[config.mk]
export PLATFORM = sky130hd
export DESIGN_NAME = alu_selector_pipe
export DESIGN_NICKNAME = d
export VERILOG_FILES = /design/src/rtl/alu_selector_pipe.sv
export SDC_FILE = /design/constraint.sdc
export NUM_CORES = 1
export LEC_CHECK = 0
export CORE_AREA = 2 2 110 112
export CTS_CLUSTER_DIAMETER = 30
export DETAILED_ROUTE_END_ITERATION = 16
export DIE_AREA = 0 0 112 114
export DONT_BUFFER_PORTS = 1
export MAX_ROUTING_LAYER = met4
export PLACE_DENSITY = 0.8
export SYNTH_ARGS = -nofsm -noshare
export SYNTH_HDL_FRONTEND = slang
export SYNTH_SLANG_ARGS = --single-unit
[constraint.sdc]
create_clock -name i_clk -period 4.6 [get_ports i_clk]
set_input_delay 0.69 -clock i_clk [delete_from_list [all_inputs] [get_ports i_clk]]
set_output_delay 0.69 -clock i_clk [all_outputs]
set_load 0.02 [all_outputs]
[src/rtl/alu_selector_pipe.sv]
// Two-stage pipelined signed ALU with selectable saturation and a persistent accumulator.
// Stage 1 captures operands; stage 2 computes, registers the result and commits the accumulator.
module alu_selector_pipe #(
    parameter int N_BITS   = 16,
    parameter bit SATURATE = 1'b1
) (
    input  logic                     i_clk,
    input  logic                     i_reset,
    input  logic                     i_valid,
    input  logic signed [N_BITS-1:0] i_dataA,
    input  logic signed [N_BITS-1:0] i_dataB,
    input  logic        [2:0]        i_sel,
    input  logic                     i_acc_clr,
    output logic signed [N_BITS-1:0] o_dataC,
    output logic                     o_valid,
    output logic                     o_ovf,
    output logic signed [N_BITS-1:0] o_acc
);

    localparam int SH_W = $clog2(N_BITS);
    localparam logic signed [N_BITS-1:0] MAX_VAL = {1'b0, {(N_BITS-1){1'b1}}};
    localparam logic signed [N_BITS-1:0] MIN_VAL = {1'b1, {(N_BITS-1){1'b0}}};

    logic signed [N_BITS-1:0] r_a;
    logic signed [N_BITS-1:0] r_b;
    logic        [2:0]        r_sel;
    logic                     r_v1;
    logic signed [N_BITS-1:0] r_dataC;
    logic                     r_ovf;
    logic                     r_valid;
    logic signed [N_BITS-1:0] r_acc;

    logic        [N_BITS:0]   w_arith;
    logic                     w_arithOvf;
    logic signed [N_BITS-1:0] w_arithRes;
    logic signed [N_BITS-1:0] w_result;
    logic                     w_ovf;

    always_ff @(posedge i_clk or posedge i_reset) begin
        if (i_reset) begin
            r_a   <= '0;
            r_b   <= '0;
            r_sel <= '0;
            r_v1  <= 1'b0;
        end else begin
            r_v1 <= i_valid;
            if (i_valid) begin
                r_a   <= i_dataA;
                r_b   <= i_dataB;
                r_sel <= i_sel;
            end
        end
    end

    // Arithmetic ops run one bit wider; disagreeing top bits mean the result left N_BITS range.
    always_comb begin
        w_arith = '0;
        case (r_sel)
            3'd0:    w_arith = {r_a[N_BITS-1], r_a} + {r_b[N_BITS-1], r_b};
            3'd1:    w_arith = {r_a[N_BITS-1], r_a} - {r_b[N_BITS-1], r_b};
            default: w_arith = {r_acc[N_BITS-1], r_acc} + {r_a[N_BITS-1], r_a};
        endcase
        w_arithOvf = w_arith[N_BITS] ^ w_arith[N_BITS-1];
        w_arithRes = w_arith[N_BITS-1:0];
        if (w_arithOvf && SATURATE) begin
            w_arithRes = w_arith[N_BITS] ? MIN_VAL : MAX_VAL;
        end
    end

    always_comb begin
        w_result = '0;
        w_ovf    = 1'b0;
        case (r_sel)
            3'd0, 3'd1, 3'd6: begin
                w_result = w_arithRes;
                w_ovf    = w_arithOvf;
            end
            3'd2:    w_result = r_a & r_b;
            3'd3:    w_result = r_a | r_b;
            3'd4:    w_result = r_a ^ r_b;
            3'd5:    w_result = r_a >>> r_b[SH_W-1:0];
            default: w_result = (r_a > r_b) ? r_a : r_b;
        endcase
    end

    // A clear on the commit edge wins over the op-6 write, but that op still reports its sum.
    always_ff @(posedge i_clk or posedge i_reset) begin
        if (i_reset) begin
            r_dataC <= '0;
            r_ovf   <= 1'b0;
            r_valid <= 1'b0;
            r_acc   <= '0;
        end else begin
            r_valid <= r_v1;
            if (r_v1) begin
                r_dataC <= w_result;
                r_ovf   <= w_ovf;
            end
            if (i_acc_clr) begin
                r_acc <= '0;
            end else if (r_v1 && (r_sel == 3'd6)) begin
                r_acc <= w_arithRes;
            end
        end
    end

    assign o_dataC = r_dataC;
    assign o_ovf   = r_ovf;
    assign o_valid = r_valid;
    assign o_acc   = r_acc;

endmodule

==> results by group, run 1 <==
Timing
  – Pins Over Slew Limit: 0
  – Fin crit share: slightly above 90%
  – Post-layout min period: between 4 and 5 ns
  – Worst-Margin Slew: 1.07 ns
  – Max frequency: around 240 MHz
  – Min Hold Slack: 0.299 ns
  – Final setup skew: approximately 0.012 ns
  – Setup-failing EPs final: 0
  – Setup repair after global routing missed its margin: no
  – Hold Violations, Final: 0
  – Final worst-path setup slack: roughly 0.35 ns
  – Headroom to the max-slew limit: 28.7%
  – Setup TNS: 0 ns

GRT
  – Met3 Use GR: 9.94%
  – Met2 usage: between 50 and 60%
  – Largest net degree at the start of global routing: 70
  – GR Util All Layers: between 30% and 40%
  – Total grt overflow: 0
  – Global-route wire length before repair: ~34000 um
  – M1 GR Usage: 50.9%
  – GR peak layer: met2
  – Number of global-route vias before repair: between 6000 and 7000
  – Initial antenna violation count: 1

Clock tree
  – CTS tree: yes
  – Clk root buf: clkbuf_16
  – Clock Pin Slew Worst Setup and Hold Paths: about 0.06 ns
  – H-tree levels: 3
  – Sink Count: 70
  – CTS max path bufs: 2
  – Clk_lat worst skew: 0.35 ns
  – Total CTS buffers: 9
  – # hold bufs at CTS: 0

Floorplanning
  – # rows: 40
  – Die height: approximately 110 um
  – Die X: around 110 um
  – CORE AREA: roughly 12000 um^2
  – Initial core utilization: 56.9%
  – Full die area: between 10000 and 15000 um^2
  – Io pins: 73

Routing
  – WL/cell: 23.5 um
  – Avg Vias per Cell: roughly 6.6
  – DRT Pass-1 Iters: 5
  – DRT antenna net count: 0
  – Via Count: between 6000 and 7000
  – DRT iter0 DRCs: slightly above 800
  – Drt drc: 0
  – WL final: approximately 22000 um

Final layout
  – Final nets: 908
  – Final Cell Area: slightly above 7000 um^2
  – Core Util, Final: 61.4%
  – Final Non-Filler Cells: about 960
  – P&R area growth vs syn: 7.84%
  – Share of layout cells above drive strength 1: a little over a tenth

Setup path
  – Critical path's largest stage delay: 0.48 ns
  – WP data required: between 4 and 5 ns
  – Worst path cell trace: nor3_2 -> buf_4 -> mux2_2 -> ha_1 -> o211ai_1 -> a21oi_1 -> o311a_1 -> a21oi_1 -> o31ai_1 -> a32oi_1 -> a22oi_2 -> and3b_1 -> a22o_1
  – CP max-delay cell: dfrtp_1
  – CP most frequent cell: a21oi_1
  – CP startpoint kind: flip-flop
  – Crit-path max FO: 11
  – Critical Path AT: between 4 and 5 ns
  – Nature of the critical path endpoint: flip-flop
  – WS Path Type: flip-flop to flip-flop

Placed design
  – RePlAce Congestion: ~1
  – HPWL after detailed placement: approximately 17000 um
  – Place WS: 0.315 ns
  – Post-DP Area: between 6000 and 7000 um^2
  – Placed Instances: 938
  – PortBufs: 0

Power
  – Pwr Density: around 360 nW/um^2
  – Worst VDD drop: between 0.0002 and 0.0003 V
  – Pleak: around 3.2 nW
  – Final Total Pwr: approximately 2.6 mW

Logic synthesis
  – Distinct cells, synth: between 60 and 70
  – Synth Instances: around 800
  – Mean post-synth cell area: 8.24 um^2
  – Main synth FF type: dfrtp_1
  – Ys async rst share: 100%
  – Sequential fraction of the synthesis area: 26.3%
  – Largest cells by area after synthesis: dfrtp_1 26%, ha_1 12%, nand2_1 5.5%, o21ai_0 5.3%, a21oi_1 4.5%
  – Yosys warns: 0
  – Mapped Nets: 915
  – Cell accounting for the most synthesized area: dfrtp_1
  – Synthesized area: roughly 6700 um^2
  – Seq cells post-synth: 70
  – Number of flops mapped to enable cells by yosys: 0
  – Synth top area share: roughly a quarter

Worst hold path
  – Min-Delay Path Class: input pin to async pin

Status
  – Status: complete, no violations

Flow run
  – Max_cap viols: 0
[synth_stat cells (all sizes together), types with 4 or more instances]
library cell / number
o211ai: 15
a22oi: 11
and2: 5
mux2i: 29
o311ai: 5
o21a: 5
nor3: 10
clkbuf: 38
o221ai: 10
inv: 53
mux2: 22
xnor2: 14
dfrtp: 70
a22o: 11
a221oi: 11
o22a: 4
nor2b: 11
a211oi: 15
nand3: 12
a31oi: 5
and3: 6
a21boi: 4
nor2: 68
o21ai: 71
nand2: 97
a21oi: 61
xor2: 8
ha: 65
buf: 9
nand2b: 9
mux4: 5
[cells in the final DEF (no fill, tap or decap), types with 4 or more instances in the layout]
cell,netlist,final
a211oi_1,14,14
a21boi_0,4,4
a21oi_1,60,60
a221oi_1,10,10
a22o_1,11,11
a22oi_1,10,10
a31oi_1,5,5
and2_1,5,5
and3_1,6,6
buf_4,0,29
clkbuf_16,0,9
dfrtp_1,70,70
ha_1,65,65
inv_1,51,50
mux2_2,22,22
mux2i_1,29,29
mux4_2,5,5
nand2_1,97,97
nand2b_1,9,9
nand3_1,12,12
nor2_1,68,68
nor2b_1,11,11
nor3_1,10,8
o211ai_1,15,15
o21a_1,5,5
o21ai_0,70,70
o221ai_1,9,9
o22a_1,4,4
o311ai_0,5,5
xnor2_1,14,14
xor2_1,8,8
[layer usage]
metal | up-vias | wire [um]
met5 | - | 0
met4 | 0 | 399
met3 | 28 | 2530
met2 | 358 | 9690
met1 | 3008 | 9830
li1 | 2915 | -
[state kept, by name, indices dropped and copies added, names as in the netlist]
register / flops
o_acc: 16
o_dataC: 16
r_a: 16
r_b: 16
r_sel: 3
o_ovf: 1
o_valid: 1
r_v1: 1
[timing repair]
action | 4_1_cts | 5_1_grt
resized for setup | 0 | 1
buffers inserted | 0 | 0
endpoints found under the setup margin | 0 | 2
[cell type report]
class / count / area [um^2]
antenna: 1 / 2.50
tap: 147 / 184
multi-input combinational: 639 / 4540
timing repair buffer: 29 / 218
sequential: 70 / 1750
clock inverter: 6 / 61.3
clock buffer: 10 / 239
fill: 1056 / 4520
inverter: 53 / 199
[logic make-up (layout without fill, tap and decap cells)]
kind of cell / Yosys count / in the layout / synth area share [%]
compound gates: 262 / 262 / 26.7
simple gates: 232 / 232 / 15.5
buf+inv: 100 / 98 / 6.02
flops: 70 / 70 / 26.3
fa+ha+maj: 67 / 67 / 12.8
mux: 56 / 56 / 9.76
xor+xnor: 22 / 22 / 2.89
other cells: 0 / 1 / 0
[where the power goes]
group	switching (mW)	internal, mW
Sequential	0.140	0.685
Combinational	0.645	0.390
Clock	0.279	0.432
Total	1.06	1.51
[path summary, 6_finish.rpt]
check	start	to	slack, ns	cells after the start
worst min-delay path	i_reset	o_acc[2]$_DFFE_PP0P_	0.30	1
max in group asynchronous	i_reset	r_b[13]$_DFFE_PP0P_	3.35	2
worst max-delay path	r_sel[1]$_DFFE_PP0P_	o_acc[6]$_DFFE_PP0P_	0.35	13
worst min register to register	r_a[6]$_DFFE_PP0P_	r_a[6]$_DFFE_PP0P_	0.61	2
min in group i_clk	i_valid	r_v1$_DFF_PP0_	0.36	0
worst max register to register	r_sel[1]$_DFFE_PP0P_	o_acc[6]$_DFFE_PP0P_	0.35	13
[critical path: cells and delay by family (launching register included)]
kind / cells / cell delay (ns)
AND/OR/NAND/NOR: 2 / 0.66
buffers and inverters: 1 / 0.21
multiplexers: 1 / 0.34
AO/OA/AOI/OAI: 8 / 2.07
flip-flops: 1 / 0.48
adder cells (fa/ha/maj): 1 / 0.35
(Power assumes the default switching activity.)
==> run 2: changes to the inputs <==
Settings changed: CORE_AREA 2 2 110 112 to 2 2 108 110, CTS_BUF_LIST set to sky130_fd_sc_hd__clkbuf_8, DIE_AREA 0 0 112 114 to 0 0 110 112, PLACE_DENSITY 0.8 to 0.83.
==> results by group, run 2 (synthesized netlist as in run 1, its figures left out) <==
Status
  – Status: complete, no violations

Clock tree
  – CTS max path bufs: 2
  – Clock Pin Slew Worst Setup and Hold Paths: 0.09 ns
  – Sink Count: 70
  – Clk root buf: clkbuf_8
  – H-tree levels: 3
  – # resized after CTS: 0
  – # hold bufs at CTS: 0
  – Clk_lat worst skew: 0.38 ns
  – Total CTS buffers: 9
  – Setup bufs post-CTS: 0
  – CTS tree: yes

Worst hold path
  – Min-Delay Path Class: input pin to async pin

Final layout
  – Register area: between 1500 and 2000 um^2
  – Multi-input logic area: between 4000 and 5000 um^2
  – P&R area growth vs syn: 6.61%
  – Final nets: approximately 900
  – # fillers: between 900 and 1000
  – Final Cell Area: just over 7000 um^2
  – Most common cell after layout, fill and taps aside: nand2_1
  – Share of layout cells above drive strength 1: about a tenth
  – Commonest non-fill, non-tap cells in the layout: 97 x nand2_1, 70 x o21ai_0, 70 x dfrtp_1

Routing
  – Avg Vias per Cell: 6.80
  – Via Count: 6450
  – DRT Pass-1 Iters: 7
  – DRT iter0 DRCs: 805
  – WL final: 23200 um
  – WL/cell: around 24 um
  – Drt drc: 0
  – DRT antenna net count: 0

Power
  – Clock power frac: between 20% and 30%
  – Int Pwr: 1.48 mW
  – Pleak: 3.21 nW
  – Flop pwr share: 33.0%
  – Final Total Pwr: ~2.5 mW
  – Worst VDD drop: between 0.0002 and 0.0003 V
  – Sw Ratio: a little over two fifths
  – Comb pwr share: between 40% and 50%
  – Pwr Density: 358 nW/um^2
  – Net Switching: 1.06 mW

Timing
  – Final setup skew: 0.0139 ns
  – Setup TNS: 0 ns
  – Setup repair after global routing missed its margin: no
  – Worst-Margin Slew: roughly 1.1 ns
  – Setup-failing EPs final: 0
  – Hold Violations, Final: 0
  – Pins Over Slew Limit: 0
  – Fin crit share: between 90 and 100%
  – Headroom to the max-slew limit: 29.1%
  – Post-layout min period: approximately 4.3 ns
  – Max frequency: approximately 230 MHz

Setup path
  – CP most frequent cell: a21oi_1
  – Crit-path max FO: 16
  – WS Path Type: flip-flop to flip-flop
  – Critical Path AT: 4.60 ns
  – CP max-delay cell: and3b_1
  – CP startpoint kind: flip-flop
  – Nature of the critical path endpoint: flip-flop
  – Critical path's largest stage delay: slightly above 0.5 ns
  – Worst path cell trace: nor3_2 -> buf_4 -> mux2_2 -> ha_1 -> inv_1 -> fa_1 -> nand2b_1 -> a21oi_1 -> o311a_1 -> a21oi_1 -> o31ai_1 -> a32oi_1 -> a22oi_2 -> and3b_1 -> a22o_1
  – WP data required: between 4 and 5 ns

Floorplanning
  – Initial core utilization: about three fifths
  – CORE AREA: about 11000 um^2
  – # rows: 39
  – Die X: between 100 and 150 um
  – Die height: ~110 um
  – Full die area: around 12000 um^2
  – Io pins: 73

Placed design
  – RePlAce Congestion: about 1.0
  – Post-DP Area: a little under 7000 um^2
  – PortBufs: 0
  – HPWL after detailed placement: approximately 18000 um

GRT
  – Largest net degree at the start of global routing: 70
  – GR Util All Layers: between 30% and 40%
  – Global-route wire length before repair: 35200 um
  – Initial antenna violation count: 2
  – Number of global-route vias before repair: between 6000 and 7000
  – Total grt overflow: 0

Flow run
  – Max_cap viols: 0
## run 2: cell types whose count changed in the layout (fill, tap and decap cells not counted)
cell	change
clkbuf_16	-9
diode_2	+1
buf_4	-4
clkinvlp_4	-1
bufinv_16	+3
clkbuf_8	+8
a221oi_2	+1
a221oi_4	-1
inv_1	+1
clkinv_2	-2
## run 2: power by group through the flow
stage / registers (mW) / logic (mW) / clock network (mW)
after global routing: 0.845 / 1.11 / 0.706
after CTS: 0.833 / 0.997 / 0.676
final: 0.838 / 1.02 / 0.678
after floorplan: 0.797 / 0.736 / 0
after detailed placement: 0.844 / 0.989 / 0
after global placement: 0.841 / 0.973 / 0
## run 2: metal layers
| metal | share of wire (%) | vias to the layer above | global-route usage, % | wire, um |
|---|---|---|---|---|
| met2 | 42 | 377 | 54.0 | 9640 |
| met4 | 3.0 | 0 | 12.0 | 686 |
| met5 | 0 | - | - | 0 |
| met3 | 13 | 44 | 13.2 | 3080 |
| met1 | 42 | 3121 | 55.7 | 9750 |
| li1 | - | 2908 | - | - |
## run 2: worst paths after layout
path                                 startpoint                       to  slack (ns)  depth (start not counted)
setup / recovery           r_sel[1]$_DFFE_PP0P_     o_acc[2]$_DFFE_PP0P_        0.31                         15
setup reg to reg           r_sel[1]$_DFFE_PP0P_     o_acc[2]$_DFFE_PP0P_        0.31                         15
hold / removal                          i_reset   o_dataC[3]$_DFFE_PP0P_        0.30                          1
max in group asynchronous               i_reset  o_dataC[13]$_DFFE_PP0P_        3.29                          2
hold reg to reg              r_a[5]$_DFFE_PP0P_       r_a[5]$_DFFE_PP0P_        0.63                          2
min in group i_clk                      i_valid           r_v1$_DFF_PP0_        0.36                          0
## run 2: worst max-delay path: cells and delay by family (launching register included)
kind	cells	cell delay, ns
muxes	1	0.20
AOI/OAI and AO/OA	7	1.68
and+or+nand+nor	3	0.91
buffers and inverters	2	0.34
adders and majority gates	2	0.58
DFF	1	0.49
## run 2: per-stage QoR
step	util, %	cells	hold WS (ns)	worst slack (ns)
after floorplan	-	809	0.440	0.181
after global placement	61.2	930	0.599	0.528
after detailed placement	61.2	930	0.603	0.410
after CTS	63.6	946	0.325	0.375
after global routing	63.6	948	0.342	0.0858
final	63.6	948	0.303	0.310
## run 2: area by class of cell
| type | instances | area share, % |
|---|---|---|
| multi-input combinational | 639 | 63.7 |
| antenna | 2 | 0.0704 |
| timing repair buffer | 25 | 2.64 |
| clock buffer | 9 | 1.74 |
| sequential | 70 | 24.6 |
| inverter | 53 | 2.80 |
| clock inverter | 7 | 1.94 |
| tap | 143 | 2.52 |
==> run 3: changes to the inputs <==
Settings changed: PLACE_DENSITY 0.83 to 0.89.
==> results by group, run 3 (synthesized netlist as in run 1, its figures left out) <==
Status
  – Status: complete, no violations

Timing
  – Setup TNS: 0 ns
  – Post-layout min period: ~4 ns
  – Final setup skew: ~0.012 ns
  – Hold Violations, Final: 0
  – Fin crit share: roughly nine tenths
  – Setup-failing EPs final: 0
  – Setup repair after global routing missed its margin: no
  – Headroom to the max-slew limit: between 40 and 50%
  – Worst-Margin Slew: a little under 0.9 ns
  – Pins Over Slew Limit: 0
  – Max frequency: 243 MHz

Floorplanning
  – # rows: 39
  – Die height: about 110 um
  – Full die area: 12300 um^2
  – Die X: 110 um
  – Io pins: 73
  – CORE AREA: approximately 11000 um^2
  – Initial core utilization: approximately three fifths

Power
  – Net Switching: 1.00 mW
  – Flop pwr share: a little over a third
  – Clock power frac: 20.5%
  – Sw Ratio: between 40% and 50%
  – Comb pwr share: about 43%
  – Pleak: approximately 3.1 nW
  – Worst VDD drop: ~0.00023 V
  – Int Pwr: 1.29 mW
  – Pwr Density: roughly 330 nW/um^2

GRT
  – Initial antenna violation count: 0
  – Global-route wire length before repair: 32800 um
  – Number of global-route vias before repair: between 5000 and 6000
  – GR Util All Layers: between 30% and 40%
  – Total grt overflow: 0
  – Largest net degree at the start of global routing: 70

Routing
  – Drt drc: 0
  – WL/cell: roughly 22 um
  – Avg Vias per Cell: between 6 and 7
  – WL final: 21100 um
  – DRT Pass-1 Iters: 5
  – DRT iter0 DRCs: 887
  – DRT antenna net count: 0
  – Via Count: around 6200

Setup path
  – WS Path Type: flip-flop to flip-flop
  – Crit-path max FO: 11
  – WP data required: around 4.9 ns
  – R2R cell count: 11
  – Critical path's largest stage delay: between 0.6 and 0.7 ns
  – Critical Path AT: approximately 4.4 ns
  – Nature of the critical path endpoint: flip-flop
  – CP max-delay cell: nor4_1
  – CP startpoint kind: flip-flop
  – Worst path cell trace: inv_1 -> ha_1 -> nor4_1 -> o211ai_1 -> o2111ai_1 -> a221oi_1 -> o21ai_1 -> a32oi_1 -> a22oi_2 -> and3b_1 -> a22o_1

Worst hold path
  – Min-Delay Path Class: input pin to async pin

Clock tree
  – Total CTS buffers: 9
  – H-tree levels: 3
  – CTS tree: yes
  – Clock Pin Slew Worst Setup and Hold Paths: 0.08 ns
  – Setup bufs post-CTS: 0
  – CTS max path bufs: 2
  – # hold bufs at CTS: 0
  – Clk root buf: clkbuf_8
  – # resized after CTS: 0
  – Sink Count: 70
  – Clk_lat worst skew: around 0.38 ns

Placed design
  – PortBufs: 0
  – HPWL after detailed placement: roughly 16000 um
  – RePlAce Congestion: about 1.0

Flow run
  – Max_cap viols: 0

Final layout
  – Most common cell after layout, fill and taps aside: nand2_1
  – Share of layout cells above drive strength 1: 9.07%
  – Commonest non-fill, non-tap cells in the layout: 97 x nand2_1, 70 x o21ai_0, 70 x dfrtp_1
  – Final nets: ~900
  – P&R area growth vs syn: 4.47%
  – Core Util, Final: between 60 and 70%
==> run 3: stage by stage <==
stage	std cells	hold WS [ns]	power, mW	setup WS, ns	instance area (um^2)
2_1_floorplan	809	0.440	1.53	0.181	6670
3_3_place_gp	923	0.571	1.79	0.591	6790
3_5_place_dp	923	0.592	1.79	0.575	6790
4_1_cts	937	0.325	2.26	0.523	6960
5_1_grt	937	0.327	2.42	0.0971	6960
6_report	938	0.309	2.29	0.478	6970
==> run 3: layout make-up <==
cell class / count / area [um^2]
repair buffers: 18 / 135
inverters: 53 / 199
clock inverters: 2 / 8.76
clock buffers: 12 / 165
multi-input cells: 639 / 4520
well taps: 143 / 179
flip-flops and latches: 70 / 1750
diodes: 1 / 2.50
fillers: 1002 / 4210
==> run 3: critical path, delay by kind of cell (launching register included) <==
kind | cells | cell delay [ns]
compound gates | 7 | 1.83
simple gates | 2 | 1.12
buf+inv | 1 | 0.15
fa+ha+maj | 1 | 0.43
flops | 1 | 0.50
==> run 3: path summary, 6_finish.rpt <==
| check | startpoint | end | slack [ns] |
|---|---|---|---|
| max | r_a[7]$_DFFE_PP0P_ | o_acc[3]$_DFFE_PP0P_ | 0.48 |
| min | i_reset | o_acc[3]$_DFFE_PP0P_ | 0.31 |
| max reg2reg | r_a[7]$_DFFE_PP0P_ | o_acc[3]$_DFFE_PP0P_ | 0.48 |
| min reg2reg | r_a[4]$_DFFE_PP0P_ | r_a[4]$_DFFE_PP0P_ | 0.61 |
| max in group asynchronous | i_reset | r_b[12]$_DFFE_PP0P_ | 3.35 |
| min in group i_clk | i_valid | r_v1$_DFF_PP0_ | 0.34 |
==> run 3: power by group through the flow <==
stage	Combinational (mW)	Sequential, mW	Clock, mW
6_report	0.992	0.828	0.469
5_1_grt	1.08	0.837	0.504
4_1_cts	0.963	0.825	0.476
3_5_place_dp	0.957	0.836	0
3_3_place_gp	0.958	0.833	0
2_1_floorplan	0.736	0.797	0
==> run 3: layer usage <==
metal,GRT usage (%),up-vias,share of wire (%)
met1,52.0,2884,42
met4,12.1,0,2.6
met3,9.89,36,14
li1,-,2894,-
met5,-,-,0
met2,49.9,413,42
